===== src/rtl/binary_to_bcd_seq_if.sv =====
// binary_to_bcd_seq_if: request/result bundle between a converter client and the converter
interface binary_to_bcd_seq_if #(
   parameter int binWidth  = 8,
   parameter int numDigits = 3
);
   logic                   ena;
   logic                   start;
   logic [binWidth-1:0]    binIn;
   logic                   busy;
   logic                   done;
   logic [4*numDigits-1:0] bcdOut;
   modport master (output ena, start, binIn, input busy, done, bcdOut);
   modport slave  (input ena, start, binIn, output busy, done, bcdOut);
endinterface


===== src/rtl/binary_to_bcd_seq.sv =====
// binary_to_bcd_seq: sequential double-dabble binary to packed BCD converter, one bit per enabled cycle
module binary_to_bcd_seq #(
   parameter int binWidth  = 8,
   parameter int numDigits = 3
) (
   input logic                clk,
   input logic                rst,
   binary_to_bcd_seq_if.slave bus
);
   localparam int AW = 4 * numDigits;
   localparam int CW = $clog2(binWidth + 1);
   typedef enum logic [1:0] {IDLE, SHIFT, DONE} state_t;
   state_t              state_q, state_d;
   logic [CW-1:0]       cnt_q, cnt_d;
   logic [binWidth-1:0] sh_q, sh_d;
   logic [AW-1:0]       acc_q, acc_d, adj;
   logic [AW-1:0]       bcd_q, bcd_d;
   logic                busy_q, busy_d, done_q, done_d;
   // add 3 to every digit >= 5 so the following shift carries correctly into the next digit
   always_comb begin
      adj = acc_q;
      for (int i = 0; i < numDigits; i++)
         adj[4*i +: 4] = acc_q[4*i +: 4] >= 4'd5 ? acc_q[4*i +: 4] + 4'd3 : acc_q[4*i +: 4];
   end
   // next state: ena gates every update; the top digit's carry falls off the shift, giving mod 10^numDigits
   always_comb begin
      state_d = state_q;
      cnt_d   = cnt_q;
      sh_d    = sh_q;
      acc_d   = acc_q;
      bcd_d   = bcd_q;
      if (bus.ena && state_q == IDLE && bus.start) begin
         state_d = SHIFT;
         cnt_d   = CW'(binWidth);
         sh_d    = bus.binIn;
         acc_d   = '0;
      end else if (bus.ena && state_q == SHIFT) begin
         {acc_d, sh_d} = {adj[AW-2:0], sh_q, 1'b0};
         cnt_d         = cnt_q - CW'(1);
         if (cnt_q == CW'(1)) begin
            bcd_d   = {adj[AW-2:0], sh_q[binWidth-1]};
            state_d = DONE;
         end
      end else if (bus.ena && state_q == DONE) begin
         state_d = IDLE;
      end
      busy_d = state_d != IDLE;
      done_d = state_d == DONE;
   end
   // state and registered outputs; reset overrides ena and clears everything
   always_ff @(posedge clk) begin
      if (rst) begin
         state_q <= IDLE;
         cnt_q   <= '0;
         sh_q    <= '0;
         acc_q   <= '0;
         bcd_q   <= '0;
         busy_q  <= 1'b0;
         done_q  <= 1'b0;
      end else begin
         state_q <= state_d;
         cnt_q   <= cnt_d;
         sh_q    <= sh_d;
         acc_q   <= acc_d;
         bcd_q   <= bcd_d;
         busy_q  <= busy_d;
         done_q  <= done_d;
      end
   end
   assign bus.busy   = busy_q;
   assign bus.done   = done_q;
   assign bus.bcdOut = bcd_q;
endmodule


===== src/flat_wrapper.sv =====
// flat-port wrapper written by rule: the top's interface ports become plain ports
module binary_to_bcd_seq_flat 
#(
   parameter int binWidth  = 8,
   parameter int numDigits = 3
)
  (clk, rst, bus_ena, bus_start, bus_binIn, bus_busy, bus_done, bus_bcdOut);
  binary_to_bcd_seq_if #(.binWidth(binWidth), .numDigits(numDigits)) bus_i ();
  input logic clk;
  input logic rst;
  input wire logic [$bits(bus_i.ena)-1:0] bus_ena;
  input wire logic [$bits(bus_i.start)-1:0] bus_start;
  input wire logic [$bits(bus_i.binIn)-1:0] bus_binIn;
  output wire logic [$bits(bus_i.busy)-1:0] bus_busy;
  output wire logic [$bits(bus_i.done)-1:0] bus_done;
  output wire logic [$bits(bus_i.bcdOut)-1:0] bus_bcdOut;
  assign bus_i.ena = bus_ena;
  assign bus_i.start = bus_start;
  assign bus_i.binIn = bus_binIn;
  assign bus_busy = bus_i.busy;
  assign bus_done = bus_i.done;
  assign bus_bcdOut = bus_i.bcdOut;
  binary_to_bcd_seq #(.binWidth(binWidth), .numDigits(numDigits)) u_core (.clk(clk), .rst(rst), .bus(bus_i));
endmodule

===== config.mk =====
export PLATFORM = sky130hd
export DESIGN_NAME = binary_to_bcd_seq_flat
export DESIGN_NICKNAME = d
export VERILOG_FILES = /design/src/rtl/binary_to_bcd_seq_if.sv /design/src/rtl/binary_to_bcd_seq.sv /design/src/flat_wrapper.sv
export SDC_FILE = /design/constraint.sdc
export NUM_CORES = 1
export LEC_CHECK = 0
export BUFFER_PORTS_ARGS = -buffer_cell sky130_fd_sc_hd__clkbuf_2
export CAP_MARGIN = 20
export CORE_MARGIN = 2
export CORE_UTILIZATION = 40
export DETAILED_ROUTE_END_ITERATION = 12
export PLACE_DENSITY_LB_ADDON = 0.15
export SLEW_MARGIN = 15
export SYNTH_ARGS = -nofsm -noshare
export SYNTH_HDL_FRONTEND = slang
export SYNTH_SLANG_ARGS = --single-unit

===== constraint.sdc =====
create_clock -name clk -period 2.9 [get_ports clk]
set_clock_uncertainty 0.1 [all_clocks]
set_input_delay 0.435 -clock clk [delete_from_list [all_inputs] [get_ports clk]]
set_output_delay 0.435 -clock clk [all_outputs]
set_load 0.05 [all_outputs]

* After elaboration in Yosys (flattened, before gate mapping)
Index checks and enable logic that the tools add are counted.
** Storage, ports and cells
- Register bits after elaboration :: 40
- Input bits :: 12
- Output and inout bits :: 14
- Logic and storage cells :: 40
** Cells by class
- Add/subtract/negate cells :: 4
- Magnitude comparators :: 3
- Equal/unequal tests :: 4
- Mux-type cells :: 11
- Bitwise operators :: 1
- Reduce and logical (&&, ||, !) cells :: 9
** Operators with widths (number)
- 4-bit 2-to-1 mux :: 4
- 8-bit 2-to-1 mux :: 2
- 4-bit by 3-bit >= comparator with 1-bit output (second input constant) :: 3
- 4-bit by 2-bit adder with 4-bit output (second input constant) :: 2
- 2-bit 2-to-1 mux :: 4
- 2-bit == test (second input constant) :: 2
- 4-bit by 1-bit == test with 1-bit output (second input constant) :: 1
- 1-bit logical AND :: 4
- 2-bit nonzero test :: 2
- 4-bit by 1-bit subtractor with 4-bit output (second input constant) :: 1
- 3-bit by 2-bit adder with 3-bit output (second input constant) :: 1
- 3-bit 2-to-1 mux :: 1
- 3-bit AND reduction :: 1
- 2-bit by 1-bit == test with 1-bit output (second input constant) :: 1
- 2-bit zero test :: 1
- 2-bit OR reduction :: 1
- 1-bit NOT :: 1

* Longest topological paths before layout
- Word-level depth :: 6
- Depth in mapped cells :: 7
- Mapped depth without buffers :: 6

* Least setup slack after synthesis
OpenSTA, ideal clock, no wires.
- Path type :: register to register
- Start point :: reg u_core.acc_q[4]
- End point :: reg u_core.acc_q[6]
- Library setup time :: 75 ps
- Data arrival time :: 1408 ps
- Required time :: 2725 ps
- Setup slack :: 1317 ps
- Stages on the path, launching flop included :: 7
- Path buffers :: 0
- Clock period less this slack :: 1583 ps
- Cells stage by stage :: dfxtp_1 inv_1 ha_1 nand2b_1 a21oi_1 mux2_2 o22ai_1
** Between the ends
- Longest elaborated chain between the ends :: 2
- Elaborated cells on any way between the ends :: 3
- Those cells by class :: 1 x add/sub; 1 x order compare; 1 x mux
** Ends and longest elaborated chain
- start: declaration :: line binary_to_bcd_seq.sv:16 : logic [AW-1:0] acc_q, acc_d, adj;
- start signal: assignment :: line binary_to_bcd_seq.sv:56 : acc_q <= '0;
- start signal: assignment :: line binary_to_bcd_seq.sv:64 : acc_q <= acc_d;
- 4-bit by 2-bit adder with 4-bit output / 4-bit by 3-bit >= comparator with 1-bit output (equally long branches) :: line binary_to_bcd_seq.sv:23 : adj[4*i +: 4] = acc_q[4*i +: 4] >= 4'd5 ? acc_q[4*i +: 4] + 4'd3 : acc_q[4*i +: 4];
- 4-bit 2-to-1 mux (*) :: line binary_to_bcd_seq.sv:23
Every way passes the cells marked *; elsewhere a longest branch is shown, timed or not.
A chain may end at the register's enable or synchronous reset.

* Worst setup path in the final report
- Start point :: reg u_core.state_q[0]
- End point :: reg u_core.bcd_q[5], in the netlist u_core.bus.bcdOut[5]
** Between the ends
- Longest elaborated chain between the ends :: 5
- Elaborated cells on any way between the ends :: 7
- Those cells by class :: 1 x eq/ne; 1 x bitwise; 5 x reduce/logical
** Ends and longest elaborated chain
- start: declaration :: line binary_to_bcd_seq.sv:13 : state_t state_q, state_d;
- start signal: assignment :: line binary_to_bcd_seq.sv:61 : state_q <= state_d;
- 2-bit zero test :: line binary_to_bcd_seq.sv:32 : if (bus.ena && state_q == IDLE && bus.start) begin
- 1-bit logical AND (2 in series) :: line binary_to_bcd_seq.sv:32
- 1-bit NOT (no line)
- 3-bit AND reduction (no line) (*)
- end signal: assignment :: line binary_to_bcd_seq.sv:57 : bcd_q <= '0;
- end signal: assignment :: line binary_to_bcd_seq.sv:65 : bcd_q <= bcd_d;
- end: declaration :: line binary_to_bcd_seq.sv:17 : logic [AW-1:0] bcd_q, bcd_d;
Marked as above.

==> summary.txt <==
Power
  • Peak supply drop: 307.5 µV
  • P per Cell Area: about 530 mW/mm²
  • Lkg Pwr: 0.7557 nW

Synthesis
  • Syn nets: 222
  • Yosys top cell area share: between 40% and 50%
  • Top post-synthesis cells by area: dfxtp_1 44%, a21oi_1 6.0%, ha_1 5.5%, o22ai_1 4.1%, nand2_1 3.9%
  • Sequential share of the synthesized area: between 40 and 50%
  • Post-synth top area cell: dfxtp_1
  • Post-Syn Instances: between 200 and 250
  • Yosys reg bits: 40
  • Yosys warnings: 0
  • Post-synth top cells: 40 x dfxtp_1, 22 x a21oi_1, 19 x nand2_1
  • Post-synth ARST share: 0%
  • Post-synthesis cell area: 0.001822 mm²
  • Distinct cell type count after synthesis: 32
  • Syn avg cell area: 9.019 µm²
  • Top-count cell post-synth: dfxtp_1
  • Top_reg_cell synth: dfxtp_1
  • Post-synth EDFFs: 0

Clock network
  • Clock sink total: 40
  • Clock-pin slew on the worst setup and hold paths: approximately 0.08 ns
  • TritonCTS clock tree: yes
  • Skew-Pair Late Insertion Delay: 0.29 ns
  • Post-CTS Hold Buffers: 0
  • Postcts setup bufs: 0
  • CTS resizes: 0
  • Root Buffer: clkbuf_8
  • H-Tree Depth: 2
  • Num CTS Buffers: 5
  • Clk buf depth: 2

Global route
  • Largest net degree at the start of global routing: 23
  • Number of global-route vias before repair: 1351
  • GRT overflow: 0
  • Gr usage total: 15.98%
  • Initial antenna violation count: 0
  • First-pass GRT wire length: 6.348 mm

Timing
  • F_max: 529.0 MHz
  • Final Slew Violations: 0
  • Final Hold Viols: 0
  • Setup TNS: 0 ns
  • RSZ-0062 raised after global routing: false
  • Setup ws final: a little over 1 ns
  • Final setup vio count: 0
  • Crit path time final: 1.890 ns
  • Worst rel slew slack: 56.96%
  • Final worst-path cycle share: 65.18%
  • Worst slew pin tran: ~0.65 ns

Final layout
  • # nets final: 245
  • Fillers: 435
  • Sequential cell area: 800.8 µm²
  • Final Non-Filler Cells: 278
  • Final antenna diode count: 0
  • Final Cell Area: 0.002066 mm²
  • Final core utilization: 47.12%
  • Share of cells above drive strength 1: 19.47%
  • Area occupied by multi-input gates: slightly above 900 µm²
  • Area grow syn2layout: 13.39%

Placement
  • Inst Count DP: 270
  • Gp weighted congestion: 0.7330
  • Port bufs: 25
  • Placed instance area: 0.001958 mm²
  • Placed wire-length estimate: about 2.6 mm
  • Setup WS pre-CTS: 0.8894 ns

Worst setup path
  • Slowest cell on crit path: nor3_4
  • Crit path max fanout: 15
  • Critical path arrival: 2.01 ns
  • Worst Path Required: 3.02 ns
  • Crit path kind: flip-flop to flip-flop
  • Critical-path cell list: nand3b_4, nor3_4, nand2b_1, o22ai_1
  • Slowest stage delay, CP: between 0.5 and 0.6 ns
  • R2R setup slack: roughly 1 ns
  • Worst setup EP type: flip-flop
  • Worst Setup Start Kind: flip-flop

Routing
  • Antenna Nets Post-Route: 0
  • Via Count: 1447
  • Initial DRC count: 81
  • First-pass DRT Iterations: 4
  • Via density: 5.205
  • Mean routed wirelength per cell: 13.54 µm
  • DRC viols: 0
  • Final WL: 3.763 mm

Floorplan
  • Placeable Area: ~0.0044 mm²
  • Die Wd: 71.49 µm
  • Die area: slightly above 0.005 mm²
  • Number of cell rows: 24
  • Die height: 71.49 µm
  • Initial Util: between 40% and 50%
  • IO Count: 26

Outcome
  • Status: completed

Min path
  • Type of the worst min-delay path: input port to flip-flop

Run
  • Number of max-cap violations: 0
flip-flops by register name (all words and copies together) (netlist names):
signal             count
u_core.acc_q          12
u_core.bus.bcdOut     12
u_core.sh_q            8
u_core.cnt_q           4
u_core.state_q         2
u_core.bus.busy        1
u_core.bus.done        1
per-stage QoR:
stage	hold slack (ns)	power (mW)
floorplan	0.3368	0.6447
global placement	0.3490	0.6655
detailed placement	0.3474	0.6654
CTS	0.2885	1.114
global route	0.2968	1.155
finish	0.2908	1.101
kinds of logic (layout without fill, tap and decap cells):
logic type	after synthesis	after routing	share of synthesized area, %
AOI/OAI and AO/OA	56	56	19.30
xor gates and xnor gates	6	6	2.885
adders and majority gates	8	8	5.495
buffers and inverters	21	45	5.838
DFF	40	40	43.96
muxes	3	3	1.854
and+or+nand+nor	68	68	20.67
routing by layer:
| layer | track usage [%] | vias to the layer above | part of all wire (%) | wire length, µm |
|---|---|---|---|---|
| met5 | 0 | - | 0 | 0 |
| met1 | 21.82 | 665 | 51 | 1927 |
| met4 | 6.289 | 0 | 1.2 | 45 |
| met3 | 3.657 | 4 | 3.0 | 113 |
| met2 | 24.59 | 19 | 45 | 1676 |
| li1 | - | 759 | - | - |
worst paths after layout:
check	end	depth (start not counted)	from
setup / recovery	u_core.bus.bcdOut[5]	4	u_core.state_q[0]
setup reg to reg	u_core.bus.bcdOut[5]	4	u_core.state_q[0]
hold / removal	u_core.sh_q[1]	2	rst
hold reg to reg	u_core.sh_q[2]	2	u_core.sh_q[2]
layout make-up:
type / instances / share of cell area (%)
Sequential cell: 40 / 38.76
Inverter: 10 / 1.817
Multi-Input combinational cell: 141 / 44.28
Clock inverter: 2 / 1.696
Timing Repair Buffer: 27 / 6.784
Clock buffer: 6 / 3.513
Tap cell: 52 / 3.150
report_power, final:
group          internal, mW  switching, mW  total (mW)
logic                0.0306         0.0495      0.0802
clock network         0.255          0.194       0.449
registers             0.562        0.00990       0.572
total                 0.848          0.253        1.10
layout by cell type, fill, tap and decap left out, drive strengths merged:
| cell type | netlist | final |
|---|---|---|
| ha | 8 | 8 |
| clkinv | 0 | 1 |
| nand2 | 19 | 19 |
| buf | 8 | 2 |
| and3b | 1 | 1 |
| xnor2 | 5 | 5 |
| or2 | 1 | 1 |
| o22ai | 12 | 12 |
| mux2 | 3 | 3 |
| clkbuf | 3 | 31 |
| nor2 | 17 | 17 |
| dfxtp | 40 | 40 |
| nor3b | 5 | 5 |
| nand3 | 3 | 3 |
| nor3 | 4 | 4 |
| a22oi | 7 | 7 |
| bufinv | 0 | 1 |
| and4bb | 1 | 1 |
| or3 | 2 | 2 |
| nand2b | 11 | 11 |
| o21ai | 6 | 6 |
| inv | 10 | 10 |
| nand3b | 3 | 3 |
| nor4 | 1 | 1 |
| xor2 | 1 | 1 |
| a311oi | 1 | 1 |
| a211oi | 8 | 8 |
| a21oi | 22 | 22 |
worst max-delay path: cells and delay by family (launching register included):
| kind | cells | cell delay [ns] |
|---|---|---|
| compound gates | 1 | 0.22 |
| simple gates | 3 | 1.03 |
| flops | 1 | 0.46 |
(Power assumes the default switching activity.)
